**src/rtl/video_timing_pkg.sv**
```systemverilog
// Shared timing constants, derived raster bounds and data types for the video
// timing generator and its consumers.
package video_timing_pkg;

  localparam int unsigned DEF_H_ACTIVE = 1920;
  localparam int unsigned DEF_H_FP     = 88;
  localparam int unsigned DEF_H_SYNC   = 44;
  localparam int unsigned DEF_H_BP     = 148;
  localparam int unsigned DEF_V_ACTIVE = 1080;
  localparam int unsigned DEF_V_FP     = 4;
  localparam int unsigned DEF_V_SYNC   = 5;
  localparam int unsigned DEF_V_BP     = 36;
  localparam bit          DEF_SYNC_POL = 1'b1;
  localparam int unsigned DEF_PIPE_DLY = 5;

  localparam int unsigned DEF_H_TOTAL  = DEF_H_ACTIVE + DEF_H_FP + DEF_H_SYNC + DEF_H_BP;
  localparam int unsigned DEF_V_TOTAL  = DEF_V_ACTIVE + DEF_V_FP + DEF_V_SYNC + DEF_V_BP;
  localparam int unsigned DEF_HS_START = DEF_H_ACTIVE + DEF_H_FP;
  localparam int unsigned DEF_HS_END   = DEF_HS_START + DEF_H_SYNC;
  localparam int unsigned DEF_VS_START = DEF_V_ACTIVE + DEF_V_FP;
  localparam int unsigned DEF_VS_END   = DEF_VS_START + DEF_V_SYNC;

  localparam int unsigned H_TOTAL_MAX  = 4096;
  localparam int unsigned V_TOTAL_MAX  = 2048;

  typedef logic [11:0] col_t;
  typedef logic [10:0] row_t;
  typedef logic [23:0] rgb_t;
  // One bit wider than col_t so a window end equal to H_TOTAL_MAX stays representable.
  typedef logic [12:0] win_t;

  function automatic logic in_window(input win_t v, input win_t lo, input win_t hi);
    return (v >= lo) && (v < hi);
  endfunction

endpackage

```
**src/rtl/video_timing_if.sv**
```systemverilog
// Raster/pixel bus between the timing generator (master) and the lookup
// stage plus display pins (slave).
interface video_timing_if;
  import video_timing_pkg::*;

  col_t display_col;
  row_t display_row;
  rgb_t color_in;
  rgb_t vga_rgb;
  logic vga_hsync;
  logic vga_vsync;
  logic vga_de;
  logic frame_start;

  modport master (
    output display_col, display_row, vga_rgb, vga_hsync, vga_vsync, vga_de, frame_start,
    input  color_in
  );

  modport slave (
    input  display_col, display_row, vga_rgb, vga_hsync, vga_vsync, vga_de, frame_start,
    output color_in
  );

endinterface

```
**src/rtl/video_timing_sync_delay.sv**
```systemverilog
// DEPTH-stage shift register with asynchronous reset to RST_VAL; also exposes
// the value about to enter the last stage so callers can register alongside it.
module sync_delay #(
  parameter int unsigned      DEPTH   = 5,
  parameter int unsigned      WIDTH   = 3,
  parameter logic [WIDTH-1:0] RST_VAL = '0
) (
  input  logic             clock,
  input  logic             reset,
  input  logic [WIDTH-1:0] din,
  output logic [WIDTH-1:0] dout,
  output logic [WIDTH-1:0] pre
);

  logic [WIDTH-1:0] stage [DEPTH];

  always_ff @(posedge clock or posedge reset) begin
    if (reset) begin
      for (int i = 0; i < DEPTH; i++) stage[i] <= RST_VAL;
    end else begin
      stage[0] <= din;
      for (int i = 1; i < DEPTH; i++) stage[i] <= stage[i-1];
    end
  end

  assign dout = stage[DEPTH-1];

  if (DEPTH == 1) begin : g_pre_din
    assign pre = din;
  end else begin : g_pre_stage
    assign pre = stage[DEPTH-2];
  end

endmodule

```
**src/rtl/video_timing.sv**
```systemverilog
// Raster counters, sync/DE window decode, aligned sync delay line and the
// blanked pixel output register driving the video pins.
module video_timing
  import video_timing_pkg::*;
#(
  parameter int unsigned H_ACTIVE = DEF_H_ACTIVE,
  parameter int unsigned H_FP     = DEF_H_FP,
  parameter int unsigned H_SYNC   = DEF_H_SYNC,
  parameter int unsigned H_BP     = DEF_H_BP,
  parameter int unsigned V_ACTIVE = DEF_V_ACTIVE,
  parameter int unsigned V_FP     = DEF_V_FP,
  parameter int unsigned V_SYNC   = DEF_V_SYNC,
  parameter int unsigned V_BP     = DEF_V_BP,
  parameter bit          SYNC_POL = DEF_SYNC_POL,
  parameter int unsigned PIPE_DLY = DEF_PIPE_DLY
) (
  input  logic           clock,
  input  logic           reset,
  video_timing_if.master vid
);

  localparam int unsigned H_TOTAL = H_ACTIVE + H_FP + H_SYNC + H_BP;
  localparam int unsigned V_TOTAL = V_ACTIVE + V_FP + V_SYNC + V_BP;

  if (H_TOTAL > H_TOTAL_MAX) begin : g_h_total_too_big
    $error("video_timing: H_TOTAL exceeds 4096");
  end
  if (V_TOTAL > V_TOTAL_MAX) begin : g_v_total_too_big
    $error("video_timing: V_TOTAL exceeds 2048");
  end
  if (PIPE_DLY < 1) begin : g_pipe_dly_too_small
    $error("video_timing: PIPE_DLY must be at least 1");
  end

  localparam col_t H_LAST = col_t'(H_TOTAL - 1);
  localparam row_t V_LAST = row_t'(V_TOTAL - 1);
  localparam win_t HA     = win_t'(H_ACTIVE);
  localparam win_t VA     = win_t'(V_ACTIVE);
  localparam win_t HS_LO  = win_t'(H_ACTIVE + H_FP);
  localparam win_t HS_HI  = win_t'(H_ACTIVE + H_FP + H_SYNC);
  localparam win_t VS_LO  = win_t'(V_ACTIVE + V_FP);
  localparam win_t VS_HI  = win_t'(V_ACTIVE + V_FP + V_SYNC);

  localparam logic       INACTIVE  = !SYNC_POL;
  localparam logic [2:0] IDLE_BITS = {INACTIVE, INACTIVE, 1'b0};

  col_t       col;
  row_t       row;
  logic       run;
  logic       frame_start;
  logic       de_now;
  logic       hs_now;
  logic       vs_now;
  logic [2:0] raw;
  logic [2:0] dly;
  logic [2:0] dly_pre;
  logic       pre_unused;
  rgb_t       rgb;

  // Raster counters; the first clock after reset only arms run so (0,0) is held one cycle with frame_start.
  always_ff @(posedge clock or posedge reset) begin
    if (reset) begin
      col         <= 12'd0;
      row         <= 11'd0;
      run         <= 1'b0;
      frame_start <= 1'b0;
    end else if (!run) begin
      run         <= 1'b1;
      frame_start <= 1'b1;
    end else begin
      frame_start <= (col == H_LAST) && (row == V_LAST);
      if (col == H_LAST) begin
        col <= 12'd0;
        row <= (row == V_LAST) ? 11'd0 : row + 11'd1;
      end else begin
        col <= col + 12'd1;
      end
    end
  end

  // Window decode; syncs are converted to pin polarity before entering the delay line.
  always_comb begin
    de_now = in_window({1'b0, col}, 13'd0, HA) && in_window({2'b00, row}, 13'd0, VA);
    hs_now = in_window({1'b0, col}, HS_LO, HS_HI);
    vs_now = in_window({2'b00, row}, VS_LO, VS_HI);
    if (run) begin
      raw = {vs_now ^ INACTIVE, hs_now ^ INACTIVE, de_now};
    end else begin
      raw = IDLE_BITS;
    end
  end

  sync_delay #(
    .DEPTH   (PIPE_DLY),
    .WIDTH   (3),
    .RST_VAL (IDLE_BITS)
  ) u_sync_delay (
    .clock (clock),
    .reset (reset),
    .din   (raw),
    .dout  (dly),
    .pre   (dly_pre)
  );

  assign pre_unused = ^dly_pre[2:1];

  // Pixel register loads on the same edge as the last delay stage, gated by the DE entering it.
  always_ff @(posedge clock or posedge reset) begin
    if (reset) begin
      rgb <= 24'h000000;
    end else begin
      rgb <= dly_pre[0] ? vid.color_in : 24'h000000;
    end
  end

  assign vid.display_col = col;
  assign vid.display_row = row;
  assign vid.frame_start = frame_start;
  assign vid.vga_de      = dly[0];
  assign vid.vga_hsync   = dly[1];
  assign vid.vga_vsync   = dly[2];
  assign vid.vga_rgb     = rgb;

endmodule

```
**src/flat_wrapper.sv**
```systemverilog
// flat-port wrapper written by rule: the top's interface ports become plain ports
module video_timing_flat import video_timing_pkg::*;
#(
  parameter int unsigned H_ACTIVE = DEF_H_ACTIVE,
  parameter int unsigned H_FP     = DEF_H_FP,
  parameter int unsigned H_SYNC   = DEF_H_SYNC,
  parameter int unsigned H_BP     = DEF_H_BP,
  parameter int unsigned V_ACTIVE = DEF_V_ACTIVE,
  parameter int unsigned V_FP     = DEF_V_FP,
  parameter int unsigned V_SYNC   = DEF_V_SYNC,
  parameter int unsigned V_BP     = DEF_V_BP,
  parameter bit          SYNC_POL = DEF_SYNC_POL,
  parameter int unsigned PIPE_DLY = DEF_PIPE_DLY
)
  (clock, reset, vid_display_col, vid_display_row, vid_vga_rgb, vid_vga_hsync, vid_vga_vsync, vid_vga_de, vid_frame_start, vid_color_in);
  video_timing_if vid_i ();
  input  logic clock;
  input  logic reset;
  output wire logic [$bits(vid_i.display_col)-1:0] vid_display_col;
  output wire logic [$bits(vid_i.display_row)-1:0] vid_display_row;
  output wire logic [$bits(vid_i.vga_rgb)-1:0] vid_vga_rgb;
  output wire logic [$bits(vid_i.vga_hsync)-1:0] vid_vga_hsync;
  output wire logic [$bits(vid_i.vga_vsync)-1:0] vid_vga_vsync;
  output wire logic [$bits(vid_i.vga_de)-1:0] vid_vga_de;
  output wire logic [$bits(vid_i.frame_start)-1:0] vid_frame_start;
  input wire logic [$bits(vid_i.color_in)-1:0] vid_color_in;
  assign vid_display_col = vid_i.display_col;
  assign vid_display_row = vid_i.display_row;
  assign vid_vga_rgb = vid_i.vga_rgb;
  assign vid_vga_hsync = vid_i.vga_hsync;
  assign vid_vga_vsync = vid_i.vga_vsync;
  assign vid_vga_de = vid_i.vga_de;
  assign vid_frame_start = vid_i.frame_start;
  assign vid_i.color_in = vid_color_in;
  video_timing #(.H_ACTIVE(H_ACTIVE), .H_FP(H_FP), .H_SYNC(H_SYNC), .H_BP(H_BP), .V_ACTIVE(V_ACTIVE), .V_FP(V_FP), .V_SYNC(V_SYNC), .V_BP(V_BP), .SYNC_POL(SYNC_POL), .PIPE_DLY(PIPE_DLY)) u_core (.clock(clock), .reset(reset), .vid(vid_i));
endmodule
```
**config.mk**
```make
export PLATFORM = sky130hd
export DESIGN_NAME = video_timing_flat
export DESIGN_NICKNAME = d
export VERILOG_FILES = /design/src/rtl/video_timing_pkg.sv /design/src/rtl/video_timing_if.sv /design/src/rtl/video_timing_sync_delay.sv /design/src/rtl/video_timing.sv /design/src/flat_wrapper.sv
export SDC_FILE = /design/constraint.sdc
export NUM_CORES = 1
export LEC_CHECK = 0
export CORE_MARGIN = 8
export CORE_UTILIZATION = 61
export DETAILED_ROUTE_END_ITERATION = 16
export DONT_BUFFER_PORTS = 1
export GPL_ROUTABILITY_DRIVEN = 0
export GPL_TIMING_DRIVEN = 0
export PLACE_DENSITY_LB_ADDON = 0.25
export SYNTH_ARGS = -nofsm -noshare
export SYNTH_HDL_FRONTEND = slang
export SYNTH_SLANG_ARGS = --single-unit
export TNS_END_PERCENT = 1
```
**constraint.sdc**
```tcl
create_clock -name clock -period 3.1 [get_ports clock]
set_clock_uncertainty 0.05 [all_clocks]
set_input_delay 0.62 -clock clock [delete_from_list [all_inputs] [get_ports clock]]
set_output_delay 0.62 -clock clock [all_outputs]
set_load 0.05 [all_outputs]
```
; ---- Word-level counts from Yosys, hierarchy flattened
; Cells that the tools add are included.
[word_totals]
regBits = 64
out_inout_bits = 51
wordCells = 30
[classes]
add_sub_neg = 2
n_lt_le_gt_ge = 6
n_eq_ne = 2
muxes = 5
n_reduce_logical = 5
[op_table]
columns = operator, n
row1 = $mux W24, 1
row2 = $lt A11 B11 Y1 const B, 2
row3 = $add A12 B1 Y12 const B, 1
row4 = $eq A12 B12 Y1 const B, 1
row5 = $ge A12 B11 Y1 const B, 1
row6 = $lt A12 B11 Y1 const B, 1
row7 = $lt A12 B12 Y1 const B, 1
row8 = $mux W12, 1
row9 = $add A11 B1 Y11 const B, 1
row10 = $eq A11 B11 Y1 const B, 1
row11 = $ge A11 B11 Y1 const B, 1
row12 = $mux W11, 1
row13 = $logic_and A1 B1 Y1, 4
row14 = $mux W3, 1
row15 = $reduce_and A2 Y1, 1
row16 = $mux W1, 1

; ---- Logic depth before layout (Yosys ltp)
[depth]
depth_word = 3
mapped_depth = 6

; ---- Modules after synthesis
; A second synthesis with hierarchy kept.
[hier_totals]
cells_unflattened = 221
hier_area_um2 = 2562.5
[modules_own_cells]
columns = module, n_inst, cells_per_inst, area_each_um2, seq_area_each_um2
row1 = video_timing, 1, 199, 2138.3, 1226.2
row2 = sync_delay, 1, 22, 424.2, 375.4

; ---- Least setup slack after synthesis
; No wires, ideal clock.
[synth_timing]
path_type = register -> register
start = register u_core.col[0] (netlist: u_core.vid.display_col[0])
end = register u_core.row[8] (netlist: u_core.vid.display_row[8])
setup_ns = 0.125
t_arrival_ns = 1.864
t_required_ns = 2.925
path_slack_ns = 1.062
path_stages_with_launch = 6
n_path_buf = 0
period_less_slack_ns = 2.038
path_cell_list = dfrtp_1 > ha_1 > and3_1 > nand4_2 > nor3_1 > mux2_2
[synth_via]
elab_chain_len = 2
[synth_lines]
columns = element, line
row1 = start: declaration, video_timing.sv:47  ; col_t col;
row2 = start signal: assignment, video_timing.sv:76  ; col <= col + 12'd1;
row3 = $eq A12 B12 Y1, video_timing.sv:72  ; if (col == H_LAST) begin
row4 = $reduce_and A2 Y1 (no source line), --
row5 = end signal: assignment, video_timing.sv:74  ; row <= (row == V_LAST) ? 11'd0 : row + 11'd1;
row6 = end: declaration, video_timing.sv:48  ; row_t row;
; Every way passes these cells.
; A chain may end at the register's enable or synchronous reset.

; ---- Worst setup path after layout
; Ends and elaborated chain as after synthesis.

==> results.rst <==
.. list-table::
   :header-rows: 1

   * - Metric
     - Value
   * - Result of the run
     - finished, final reports clean
   * - Max-cap violations
     - 0
   * - Port Buf Inserts
     - 0
   * - Root Buffer
     - clkbuf_8
   * - Setup repair after global routing missed its margin
     - false
   * - Number of distinct library cells after synthesis
     - 40
   * - Net count reported at finish
     - 251
   * - Areal power density over the cells
     - 675 nW/um^2
   * - Largest net degree at the start of global routing
     - 49
   * - Worst-Skew Late Latency
     - 0.32 ns
   * - Required @ worst endpoint
     - 3.26 ns
   * - Cell count after synthesis
     - 209
   * - Count of endpoints failing setup in the final report
     - 0
   * - Deepest clock path buffer count
     - 2
   * - Antenna violations before repair
     - 0
   * - Minimum period implied by the final worst setup slack
     - 2.27 ns
   * - Synth-to-layout area growth
     - 10.1%
   * - Post-CTS setup buffer count
     - 0
   * - CTS tree
     - yes
   * - Cell-internal power
     - 1.27 mW
   * - Static leakage
     - 1.32 nW
   * - Vias per Instance
     - 5.93
   * - Sequential fraction of the synthesis area
     - 0.635
   * - Switching share of total power
     - 0.324
   * - Clock transition at the registers of the reported paths
     - 0.07 ns
   * - Least-Margin Pin Slew
     - 0.739 ns
   * - Cell row count
     - 23
   * - Synthesized flop and latch total
     - 64
   * - Data arrival time of the critical path
     - 2.43 ns
   * - Total count of hold-check failures in the final report
     - 0
   * - Power share of the clock group
     - 0.326
   * - Fraction of synthesis flops using an asynchronous set or reset pin
     - 1.00
   * - Count of vias placed by the detailed router
     - 1630
   * - Synth Area per Inst
     - 12.1 sq um
   * - Switching power
     - 607 uW
   * - Synth Net Count
     - 239
   * - Max rail drop VDD
     - 0.408 mV
   * - Clock buffer count from CTS
     - 9
   * - Iter 0 DRT Violations
     - 59
   * - Crit share post-route
     - 0.733
   * - Routed Wire Length
     - 4.99 mm
   * - Leading cell type in the layout, fill and taps excluded
     - dfrtp_1
   * - Post-cts resize count
     - 0
   * - Final TNS setup
     - 0 ns
   * - Post-detailed-placement half-perimeter wirelength
     - 3.68 mm
   * - Router iterations before antenna repair
     - 4
   * - CP startpoint kind
     - flip-flop
   * - Summed instance area of the synthesized netlist
     - 2520 sq um
   * - Via count of the first global-routing pass
     - 1552
   * - Combinational Power Share
     - 0.082
   * - Commonest cells after routing, fill and taps aside
     - 64 x dfrtp_1, 27 x and2_1, 12 x nor2_1, 11 x clkbuf_8, 10 x nand2_1
   * - Grt ovf
     - 0
   * - Sequential share of power
     - 0.592
   * - Initial Utilization
     - 0.631
   * - Relative max-transition margin
     - 0.507
   * - ANT nets after route
     - 0
   * - X dimension of the die
     - 80.3 um
   * - Number of pins exceeding their max-slew limit in the final report
     - 0
   * - Count of flip-flops with a built-in enable after synthesis
     - 0
   * - First-pass GRT wire length
     - 7.84 mm
   * - WL/cell
     - 18.2 um
   * - YS warnings
     - 0
   * - Count of antenna diodes in the layout
     - 0
   * - Remaining routing DRC violations
     - 0
   * - Top fanout value on the critical path
     - 7
   * - Critical path endpoint category
     - flip-flop
   * - Number of top-level pins
     - 77
   * - Hold buffers post-CTS
     - 0
   * - Total number of clock tree sinks
     - 64
   * - Most used flip-flop cell after synthesis
     - dfrtp_1
   * - Maximum achievable frequency
     - 440 MHz
   * - Class of the most critical hold timing path
     - input port to async pin
   * - Worst Path Class, Setup
     - flip-flop to flip-flop
   * - Sum of internal, switching and leakage power
     - 1.87 mW
   * - Placeable core region
     - 4000 sq um
   * - Proportion of layout cells with a drive suffix above 1
     - 0.0978
   * - Level count of the clock H-tree
     - 3
   * - Overall fraction of global-route tracks in use
     - 0.159
   * - Die area
     - 6450 sq um
   * - Height of the chip
     - 80.3 um
synthesized netlist by cell type (all sizes together), types with 2 or more instances:
cell type | n | share of area
a31oi | 2 | 0.0050
nand3b | 2 | 0.0060
nor4 | 3 | 0.016
nand2 | 10 | 0.015
and2 | 27 | 0.067
o21ai | 6 | 0.012
nand4 | 10 | 0.027
clkbuf | 7 | 0.010
inv | 6 | 0.0089
and4 | 4 | 0.014
nor3 | 6 | 0.012
nor2 | 12 | 0.018
nand3 | 6 | 0.012
a21oi | 5 | 0.0099
dfrtp | 64 | 0.63
ha | 4 | 0.020
xor2 | 6 | 0.021
and3 | 5 | 0.012
nor3b | 2 | 0.0060
xnor2 | 6 | 0.021
metal layers:
layer / vias to the layer above / share of wire / GRT usage
li1: 742 / - / -
met1: 795 / 0.39 / 0.183
met2: 82 / 0.47 / 0.239
met3: 11 / 0.12 / 0.0737
met4: 0 / 0.022 / 0.0873
met5: - / 0 / 0
final timing paths:
kind	startpoint	to	slack [ns]	cells past startpoint
worst max register to register	u_core.vid.display_col[0]	u_core.vid.display_row[8]	0.83	5
worst min-delay path	reset	u_core.vid.display_col[0]	0.10	1
max in group asynchronous	reset	u_core.vid.vga_rgb[13]	2.35	2
min in group clock	u_core.u_sync_delay.stage[13]	u_core.u_sync_delay.stage[10]	0.29	0
worst min register to register	u_core.u_sync_delay.stage[13]	u_core.u_sync_delay.stage[10]	0.29	0
worst max-delay path	u_core.vid.display_col[0]	u_core.vid.display_row[8]	0.83	5
flip-flops by register name, indices dropped and copies added (netlist names):
signal / cells
u_core.vid.vga_rgb: 24
u_core.vid.display_col: 12
u_core.vid.display_row: 11
u_core.u_sync_delay.stage: 9
u_core.u_sync_delay.dout: 3
u_core.u_sync_delay.pre: 3
u_core.run: 1
u_core.vid.frame_start: 1
power groups by stage:
stage	Combinational (mW)	Sequential [mW]	Clock, mW
floorplan	0.125	1.11	0
global placement	0.143	1.12	0
detailed placement	0.153	1.13	0
CTS	0.154	1.11	0.629
global route	0.178	1.12	0.671
finish	0.154	1.11	0.610
critical path: stages (launching register included):
cell     delay (ns)
dfrtp_1        0.70
ha_1           0.31
and3_1         0.26
nand4_2        0.23
nor3_1         0.26
mux2_2         0.35
metrics by stage:
stage / instances / setup slack (ns) / utilization / hold WS, ns / instance area [sq um]
global route: 275 / 0.736 / 0.694 / 0.120 / 2780
detailed placement: 260 / 0.854 / 0.651 / 0.285 / 2610
finish: 275 / 0.827 / 0.694 / 0.103 / 2780
floorplan: 209 / 0.832 / - / 0.281 / 2520
global placement: 259 / 0.380 / 0.646 / 0.282 / 2580
CTS: 275 / 0.825 / 0.694 / 0.103 / 2780
logic make-up (layout without fill, tap and decap cells):
| group | Yosys count | after routing | share of synthesized area |
|---|---|---|---|
| AO/OA/AOI/OAI | 21 | 21 | 0.0536 |
| XOR/XNOR | 12 | 12 | 0.0417 |
| adder cells (fa/ha/maj) | 4 | 4 | 0.0198 |
| buffers and inverters | 14 | 30 | 0.0223 |
| flip-flops | 64 | 64 | 0.635 |
| multiplexers | 1 | 1 | 0.00446 |
| other | 1 | 1 | 0.00149 |
| AND/OR/NAND/NOR | 92 | 92 | 0.222 |
area by class of cell:
cell class	count	area, sq um
Multi-Input combinational cell	131	865
Buffer	8	33.8
Sequential cell	64	1600
Clock inverter	3	17.5
Tap cell	50	62.6
Inverter	6	22.5
Clock buffer	12	155
Timing Repair Buffer	1	20.0
Fill cell	287	1220
(Power assumes the default switching activity.)
